===== src/rtl/ram_port_arbiter.sv =====
// rtl/ram_port_arbiter.sv - two-client round-robin sequencer for a single-port RAM
// Serialises client read/write commands onto one RAM port with a one-cycle ack.
module ram_port_arbiter #(
  parameter int DATA_W = 8,
  parameter int ADDR_W = 3
) (
  input  logic              clk,
  input  logic              rst,
  input  logic              req0,
  input  logic              we0,
  input  logic [ADDR_W-1:0] addr0,
  input  logic [DATA_W-1:0] wdata0,
  output logic              ack0,
  input  logic              req1,
  input  logic              we1,
  input  logic [ADDR_W-1:0] addr1,
  input  logic [DATA_W-1:0] wdata1,
  output logic              ack1,
  output logic [DATA_W-1:0] rdata,
  output logic              gnt_id,
  output logic              busy,
  output logic              mem_en,
  output logic              mem_we,
  output logic [ADDR_W-1:0] mem_addr,
  output logic [DATA_W-1:0] mem_wdata,
  input  logic [DATA_W-1:0] mem_rdata
);

  typedef enum logic [1:0] {IDLE, ACCESS, RDWAIT, DONE} state_t;

  state_t              state_q, state_d;
  logic                ptr_q, ptr_d;
  logic                gnt_q, gnt_d;
  logic                cmd_we_q, cmd_we_d;
  logic [ADDR_W-1:0]   cmd_addr_q, cmd_addr_d;
  logic [DATA_W-1:0]   cmd_wdata_q, cmd_wdata_d;
  logic [DATA_W-1:0]   rdata_q, rdata_d;
  logic                win;

  always_ff @(posedge clk) begin
    if (rst) begin
      state_q     <= IDLE;
      ptr_q       <= 1'b0;
      gnt_q       <= 1'b0;
      cmd_we_q    <= 1'b0;
      cmd_addr_q  <= '0;
      cmd_wdata_q <= '0;
      rdata_q     <= '0;
    end else begin
      state_q     <= state_d;
      ptr_q       <= ptr_d;
      gnt_q       <= gnt_d;
      cmd_we_q    <= cmd_we_d;
      cmd_addr_q  <= cmd_addr_d;
      cmd_wdata_q <= cmd_wdata_d;
      rdata_q     <= rdata_d;
    end
  end

  // With both clients requesting, the pointer decides; otherwise the lone requester wins.
  always_comb begin
    win = (req0 && req1) ? ptr_q : req1;
  end

  always_comb begin
    state_d     = state_q;
    ptr_d       = ptr_q;
    gnt_d       = gnt_q;
    cmd_we_d    = cmd_we_q;
    cmd_addr_d  = cmd_addr_q;
    cmd_wdata_d = cmd_wdata_q;
    rdata_d     = rdata_q;
    case (state_q)
      IDLE: begin
        if (req0 || req1) begin
          gnt_d       = win;
          ptr_d       = ~win;
          cmd_we_d    = win ? we1 : we0;
          cmd_addr_d  = win ? addr1 : addr0;
          cmd_wdata_d = win ? wdata1 : wdata0;
          state_d     = ACCESS;
        end
      end
      ACCESS:  state_d = cmd_we_q ? DONE : RDWAIT;
      RDWAIT: begin
        rdata_d = mem_rdata;
        state_d = DONE;
      end
      DONE:    state_d = IDLE;
      default: state_d = IDLE;
    endcase
  end

  always_comb begin
    ack0      = 1'b0;
    ack1      = 1'b0;
    mem_en    = 1'b0;
    mem_we    = 1'b0;
    mem_addr  = '0;
    mem_wdata = '0;
    busy      = (state_q != IDLE);
    gnt_id    = gnt_q;
    rdata     = rdata_q;
    case (state_q)
      ACCESS: begin
        mem_en    = 1'b1;
        mem_we    = cmd_we_q;
        mem_addr  = cmd_addr_q;
        mem_wdata = cmd_wdata_q;
      end
      DONE: begin
        ack0 = ~gnt_q;
        ack1 = gnt_q;
      end
      default: ;
    endcase
  end

endmodule

===== config.mk =====
export PLATFORM = sky130hd
export DESIGN_NAME = ram_port_arbiter
export DESIGN_NICKNAME = d
export VERILOG_FILES = /design/src/rtl/ram_port_arbiter.sv
export SDC_FILE = /design/constraint.sdc
export NUM_CORES = 1
export LEC_CHECK = 0
export ABC_AREA = 1
export CAP_MARGIN = 10
export CORE_UTILIZATION = 46
export CTS_BUF_LIST = sky130_fd_sc_hd__clkbuf_8
export DETAILED_ROUTE_END_ITERATION = 12
export PLACE_DENSITY_LB_ADDON = 0.05
export SLEW_MARGIN = 20
export SYNTH_ARGS = -nofsm -noshare
export SYNTH_HDL_FRONTEND = slang
export SYNTH_SLANG_ARGS = --single-unit

===== constraint.sdc =====
create_clock -name clk -period 2 [get_ports clk]
set_input_delay 0.4 -clock clk [delete_from_list [all_inputs] [get_ports clk]]
set_output_delay 0.4 -clock clk [all_outputs]
set_load 0.01 [all_outputs]

Word-level counts from Yosys, hierarchy flattened --
Index checks and enable logic that the tools add are counted.
Operators by class: equality and inequality tests 4, mux-type cells 13, bitwise operators 2, reductions and logical operators 5
Operators by type and width (count):
- two-way mux 8 bit | 2
- case mux 2 bit (4 select lines) | 1
- two-way mux 1 bit | 7
- two-way mux 3 bit | 2
- equality test 2 bit (second input constant) | 2
- equality test 2 x 1 -> 1 bit (second input constant) | 1
- logical NOT 2 bit | 1
- two-way mux 2 bit | 1
- != test 2 bit (second input constant) | 1
- NOT 1 bit | 2
- AND reduction 2 bit | 1
- nonzero test 2 bit | 1
- logical AND 1 bit | 1
- logical OR 1 bit | 1
Storage, ports and cells: register bits after elaboration 24, input port bits 36, output and inout bits 25, logic and storage cells 31

Logic depth before layout (Yosys ltp) --
Gate-level depths: netlist of run 1.
depth after elaboration 3, gate-level depth with buffers 9, gate-level depth less buffers 8

Worst setup path after synthesis of run 1 --
Ideal clock, no wire load.
path kind register to output, from register state_q[1], to output mem_addr[0], arrival 1085 ps, data required time 1600 ps, path slack 515 ps, stages on the path, launching flop included 6, buffers on the path 1, cell sequence dfxtp_1 > inv_1 > ha_1 > clkbuf_1 > nand2_1 > inv_1
Between the ends: cells in the longest elaborated chain, start to end 2
RTL lines:
- from (decl) | RTL line 31 | state_t state_q, state_d;
- from (signal assigned) | RTL line 50 | state_q <= state_d;
- equality test 2 x 1 -> 1 bit | RTL line 104 | case (state_q)
- two-way mux 3 bit | RTL line 104
- to (decl) | RTL line 24 | output logic [ADDR_W-1:0] mem_addr,
No other way between the ends.

Worst setup path after layout of run 1 --
from register state_q[0], to output ack0
Between the ends: cells in the longest elaborated chain, start to end 2
RTL lines:
- equality test 2 bit | RTL line 104
- two-way mux 1 bit | RTL line 104
- to (decl) | RTL line 13 | output logic ack0,
No other way between the ends.

==> results of run 1 <==
layer usage:
metal  wire [microns]  up-vias  part of all wire [%]
li1                 -      716                     -
met3              164       17                   4.7
met4              130        0                   3.7
met5                0        -                     0
met2             1639       55                    47
met1             1545      635                    44
registers in the layout, indices dropped and copies added, names as in the netlist:
name and count:
cmd_wdata_q 8, rdata 8, cmd_addr_q 3, state_q 2
cmd_we_q 1, gnt_id 1, ptr_q 1
cell usage in the layout, fill, tap and decap left out:
cell and count:
a21oi_1 4, buf_12 1, buf_4 5, bufinv_16 1, clkbuf_8 3, clkdlybuf4s50_1 46
dfxtp_1 22, dfxtp_2 2, dlygate4sd2_1 12, dlymetal6s2s_1 2, ha_1 3, ha_4 1
inv_1 30, inv_2 2, nand2_1 42, nand2_4 3, nand3_1 13, nand4_1 12
nor2_1 31, nor2_2 7, nor2_4 1, nor2_8 1, o21ai_0 9, o21ai_4 1
worst max-delay path by stage:
stage	to	slack, ps	from
2_1_floorplan	mem_addr[0]	520	state_q[1]$_SDFFE_PP0P_
3_3_place_gp	mem_we	30	state_q[1]$_SDFFE_PP0P_
3_5_place_dp	mem_we	-100	state_q[1]$_SDFFE_PP0P_
4_1_cts	mem_en	40	state_q[1]$_SDFFE_PP0P_
5_1_grt	ack0	8	state_q[0]$_SDFFE_PP0P_
6_report	ack0	90	state_q[0]$_SDFFE_PP0P_
cell usage after synthesis (all sizes together):
cell type	n	area, sq um
clkbuf	3	11.26
nand2	45	191.4
inv	32	120.1
buf	6	51.30
dfxtp	24	480.5
nand4	12	75.07
nand3	13	65.06
a21oi	4	20.02
nor2	40	191.4
ha	4	50.05
o21ai	10	61.31
worst max-delay path, stage by stage, from the launching register on:
cell and delay (ps):
dfxtp_2 390, ha_1 190, inv_1 50, nor2_1 80, clkdlybuf4s50_1 540
layout make-up:
type | count | area share [%]
clock buffer | 3 | 2.036
clock inverter | 1 | 1.481
inverter | 32 | 5.922
multi-input combinational | 128 | 32.88
sequential | 24 | 23.81
tap | 31 | 1.912
timing repair buffer | 66 | 31.96
cells by family (layout without fill, tap and decap cells):
family | Yosys count | count (layout)
AO/OA/AOI/OAI | 14 | 14
flip-flops | 24 | 24
buffers and inverters | 41 | 102
AND/OR/NAND/NOR | 110 | 110
adder cells (fa/ha/maj) | 4 | 4
timing repair:
| item | 4_1_cts | 5_1_grt |
|---|---|---|
| buffers inserted | 2 | 0 |
| gates resized for setup | 18 | 2 |
| setup endpoints to repair | 14 | 2 |
stage by stage:
step	instance area [sq um]	power [mW]	setup slack (ps)	std cells	setup TNS (ps)
final	2028	1.901	92.62	285	0
after global routing	2028	2.024	7.977	285	0
after CTS	2023	1.909	36.99	285	0
after detailed placement	1924	1.438	-104.9	279	-477.7
after global placement	1924	1.407	34.09	279	0
after floorplan	1318	1.128	515.0	193	0
power groups by stage:
stage                     logic [mW]  clock network [mW]  registers [mW]
after floorplan                0.474                   0           0.654
after global placement         0.768                   0           0.639
after detailed placement       0.793                   0           0.645
after CTS                      0.828               0.440           0.641
after global routing           0.909               0.460           0.656
final                          0.825               0.433           0.642
==> flow_metrics.py, run 1 <==
metrics = {
    "layout": {
        "final_layout_size_suffix_gt1_share_pct": 11.02,
        "regArea_sq_um": 483.0,
        "multi_input_area_sq_um": 666.9,
        "layout.nets": 295,
        "antenna_cells": 0,
        "fill_cells": 225,
        "syn_to_final_growth_pct": 53.94,
        "final_util_pct": 74.19,
    },
    "setup_path": {
        "cp_max_fo": 4,
        "arrival_ps": 1510,
        "r2r_end": "cmd_addr_q[2]$_SDFFE_PP0P_",
        "criticalPathCategory": "reg -> out",
        "timing.rr.start": "state_q[0]$_SDFFE_PP0P_",
        "r2r_setup_slack_ps": 480,
        "reg2regPathDepth": 8,
        "worst_setup_path_start_kind": "flip-flop",
        "worstPathRequired_ps": 1600,
        "worst_setup_path_end_kind": "primary output",
    },
    "global_route": {
        "antenna_found_initial": 0,
        "first_global_vias": 1415,
        "met3_usage_pct": 3.747,
        "use_met1_pct": 28.95,
        "grtUsageTotal_pct": 24.84,
        "grt.overflow.total": 0,
        "grt_max_degree": 18,
        "grt_pass1_wl_mm": 6.003,
        "grt_busiest_layer": "met2",
        "grt_use_met2_pct": 42.86,
    },
    "die": {
        "die_h_microns": 55.52,
        "core_sq_mm": 0.002734,
        "num_io_pins": 61,
        "start_util_pct": 48.19,
        "rows": 19,
        "die_w_microns": 55.52,
        "die_area_sq_mm": 0.003082,
    },
    "power_and_ir_drop": {
        "seqPwrFrac_pct": 33.8,
        "clkPwrFrac_pct": 22.8,
        "power.switching_mw": 0.6788,
        "switching_share_pct": 35.71,
        "internal_power_mw": 1.222,
        "peakVddDrop_mv": 0.6633,
        "leakagePower_nw": 1.094,
        "combPwrFrac_pct": 43.4,
        "p_per_area_mw_per_mm2": 937.2,
    },
    "timing": {
        "rsz0062_at_grt": "no",
        "clock_skew_ps": 2.225,
        "hold_viol_final": 0,
        "period_share_pct": 95.37,
        "finalSetupViolations": 0,
        "period_minus_slack_ps": 1907,
        "holdWs_ps": 474.7,
        "max_freq_mhz": 524.3,
        "slew_viol_final": 0,
        "worst_slew_pin_slew_ps": 434.7,
        "slew_headroom_pct": 70.91,
    },
    "logic_synthesis": {
        "netlist_area_sq_mm": 0.001318,
        "synth-simple-area-share_pct": 39.70,
        "synth_cell_types": 19,
        "yosys.area_share.adder_pct": 3.799,
        "synthCells": 193,
        "synth_top_family_by_area": "simple AND/OR/NAND/NOR gates",
        "syn_area_per_cell_sq_um": 6.826,
        "yosys_warnings": 0,
        "ys_ff_latch": 24,
        "ys_seq_area_share_pct": 36.47,
        "synth_xor_area_share_pct": 0,
        "synth_compound_area_share_pct": 6.173,
        "synth.area.mux_share_pct": 0,
        "synthesis.nets": 233,
    },
    "routing": {
        "drt_iter0_drc": 56,
        "drt_drc_violations_left": 0,
        "final_antenna_net_count": 0,
        "vias": 1423,
        "wl_mm": 3.479,
        "routedWlPerCell_microns": 12.21,
        "dr.pass1.iters": 4,
        "avgViaCountPerCell": 4.993,
    },
    "clocking": {
        "clock_latency_ps": 270,
        "clkSinkCount": 24,
        "cts_buffers": 3,
        "clkTransAtPathRegs_ps": 90,
        "cts_root_buffer": "clkbuf_8",
        "h-tree-depth": 1,
        "cts_max_path_buffers": 2,
        "cts_hold_buffers": 0,
        "tritoncts": "done",
    },
    "job": {
        "drv_cap": 0,
    },
    "hold_path": {
        "hold_depth": 2,
        "hp-class": "reg -> reg",
        "hp-start": "ptr_q$_SDFFE_PP0P_",
        "min_to": "ptr_q$_SDFFE_PP0P_",
    },
    "place": {
        "gp_congestion": 0.7721,
        "hpwl_mm": 2.491,
        "io_buffers": 60,
    },
    "outcome": {
        "run_status": "finished, final reports clean",
    },
}
Note: power is estimated with default switching activity, not from simulation.
==> inputs of run 2 (changes only) <==
==> constraint.sdc (replaced) <==
create_clock -name clk -period 2 [get_ports clk]
set_input_delay 0.2 -clock clk [delete_from_list [all_inputs] [get_ports clk]]
set_output_delay 0.2 -clock clk [all_outputs]
set_load 0.01 [all_outputs]
==> run 2 against run 1 <==
  * Critical path depth unchanged
  * Register-to-register slack about the same
  * Via count down 0.49%
  * Fmax down 0.46%
  * Clock skew up 8.3 ps
  * Sequential share of layout area up 0.20 points
  * Combinational power down 2%
  * Global-route usage down 0.46 points
  * Total power down 1.2%
  * Routed wire length down 1.6%
  * Count of clock-buffer cells in the layout unchanged
  * Cell count down 1.1%
  * Largest power group unchanged
==> flow_metrics.py, run 2 (synthesis gave the netlist of run 1 again) <==
metrics = {
    "hold_path": {
        "hp-start": "ptr_q$_SDFFE_PP0P_",
        "hold_depth": 2,
        "hp-class": "reg -> reg",
        "min_to": "ptr_q$_SDFFE_PP0P_",
    },
    "setup_path": {
        "cp_slowest_cell": "clkdlybuf4s50_1",
        "timing.rr.start": "state_q[0]$_SDFFE_PP0P_",
        "max_stage_delay_ps": 550,
        "r2r_setup_slack_ps": 470,
        "reg2regPathDepth": 8,
        "arrival_ps": 1720,
        "cp_max_fo": 4,
        "worstPathRequired_ps": 1800,
        "path_buf_inv": 3,
        "r2r_end": "cmd_we_q$_SDFFE_PP0P_",
        "worst_setup_path_start_kind": "flip-flop",
        "crit_chain": "inv_1 -> ha_1 -> inv_2 -> clkdlybuf4s50_1",
        "criticalPathCategory": "reg -> out",
        "cpLargestDelayFamily": "buffers and inverters",
        "worst_setup_path_end_kind": "primary output",
    },
    "timing": {
        "worst_slew_pin_slew_ps": 418.4,
        "slew_headroom_pct": 72.02,
        "hold_viol_final": 0,
        "slew_viol_final": 0,
        "clock_skew_ps": 10.48,
        "period_minus_slack_ps": 1916,
        "max_freq_mhz": 521.8,
        "fin_tns_setup_ps": 0,
        "period_share_pct": 95.81,
        "rsz0062_at_grt": "no",
        "finalSetupViolations": 0,
    },
    "die": {
        "rows": 19,
        "core_sq_mm": 0.002734,
        "num_io_pins": 61,
        "die_w_microns": 55.52,
        "die_area_sq_mm": 0.003082,
        "start_util_pct": 48.19,
        "die_h_microns": 55.52,
    },
    "place": {
        "io_buffers": 60,
        "hpwl_mm": 2.524,
        "placedCellCount": 278,
        "gp_congestion": 0.7868,
    },
    "clocking": {
        "clkTransAtPathRegs_ps": 80,
        "clock_latency_ps": 270,
        "cts_hold_buffers": 0,
        "cts_root_buffer": "clkbuf_8",
        "h-tree-depth": 1,
        "clkSinkCount": 24,
        "postCtsSetupRepairBufs": 0,
        "cts_buffers": 3,
        "cts_max_path_buffers": 2,
        "tritoncts": "done",
    },
    "routing": {
        "avgViaCountPerCell": 5.021,
        "drt_iter0_drc": 28,
        "dr.pass1.iters": 4,
        "drt_drc_violations_left": 0,
        "final_antenna_net_count": 0,
        "routedWlPerCell_microns": 12.14,
        "vias": 1416,
        "wl_mm": 3.424,
    },
    "layout": {
        "final_layout_size_suffix_gt1_share_pct": 8.765,
        "syn_to_final_growth_pct": 51.85,
        "antenna_cells": 0,
        "layout.nets": 292,
        "layout.cells.non_filler": 282,
        "fill_cells": 210,
        "final_common_cell": "clkdlybuf4s50_1",
        "layout_common_cells": "clkdlybuf4s50_1 (60), nand2_1 (42), inv_1 (31), nor2_1 (31), dfxtp_1 (24)",
    },
    "outcome": {
        "run_status": "finished, final reports clean",
    },
    "global_route": {
        "grt_max_degree": 18,
        "grt_pass1_wl_mm": 6.106,
        "antenna_found_initial": 0,
        "first_global_vias": 1451,
        "grtUsageTotal_pct": 24.38,
        "grt.overflow.total": 0,
    },
    "power_and_ir_drop": {
        "p_per_area_mw_per_mm2": 938.9,
        "leakagePower_nw": 0.9900,
        "peakVddDrop_mv": 0.9680,
    },
    "job": {
        "drv_cap": 0,
    },
}
-- run 2: worst max-delay path by stage --
stage                       startpoint                         end  slack [ps]  depth (start not counted)
2_1_floorplan  state_q[0]$_SDFFE_PP0P_  cmd_addr_q[0]$_SDFFE_PP0P_         650                          9
3_5_place_dp   state_q[1]$_SDFFE_PP0P_                      mem_we         190                          5
5_1_grt        state_q[0]$_SDFFE_PP0P_                        busy           4                          4
6_report       state_q[0]$_SDFFE_PP0P_                        busy          80                          4
4_1_cts        state_q[1]$_SDFFE_PP0P_                      mem_we          40                          5
3_3_place_gp   state_q[1]$_SDFFE_PP0P_                      mem_we         230                          5
-- run 2: cell type report --
type	instances	area, sq um	area share (%)
Clock buffer	3	41.29	2.064
Multi-Input combinational cell	128	666.9	33.33
Clock inverter	1	30.03	1.501
Inverter	32	120.1	6.004
Timing Repair Buffer	63	623.1	31.14
Tap cell	31	38.79	1.939
Sequential cell	24	480.5	24.02
-- run 2: routing by layer --
metal | up-vias | global-route usage (%) | routed length, microns
met2 | 56 | 45.09 | 1723
met1 | 645 | 27.13 | 1443
li1 | 709 | - | -
met5 | - | 0 | 0
met3 | 6 | 5.386 | 203
met4 | 0 | 8.571 | 53
-- run 2: what timing repair did --
action | 4_1_cts | 5_1_grt
pin swaps | 0 | 0
endpoints found under the setup margin | 13 | 12
gates resized for setup | 1 | 1
hold endpoints to repair | 0 | 0
-- run 2: worst register-to-register path: stages, from the launching register on --
cell     delay (ps)
dfxtp_1         430
inv_1           110
ha_1            240
buf_4           210
o21ai_4         190
nand2_1         100
nand2_1          90
nor2_1           40
nor2_1           70
-- run 2: stage by stage --
stage	hold slack [ps]	worst slack, ps	util [%]	power, mW	instance area, sq um
2_1_floorplan	269.1	652.9	-	1.128	1318
3_3_place_gp	451.8	232.5	70.11	1.406	1917
3_5_place_dp	459.3	191.7	70.11	1.436	1917
4_1_cts	471.3	42.33	72.81	1.865	1991
5_1_grt	486.4	3.780	73.18	1.995	2001
6_report	470.2	83.73	73.18	1.878	2001
-- run 2: report_power, final --
part | switching (mW) | internal (mW) | leakage, nW
Sequential | 0.0582 | 0.579 | 0.197
Clock | 0.163 | 0.268 | 0.0357
Combinational | 0.443 | 0.368 | 0.757
Total | 0.664 | 1.21 | 0.990
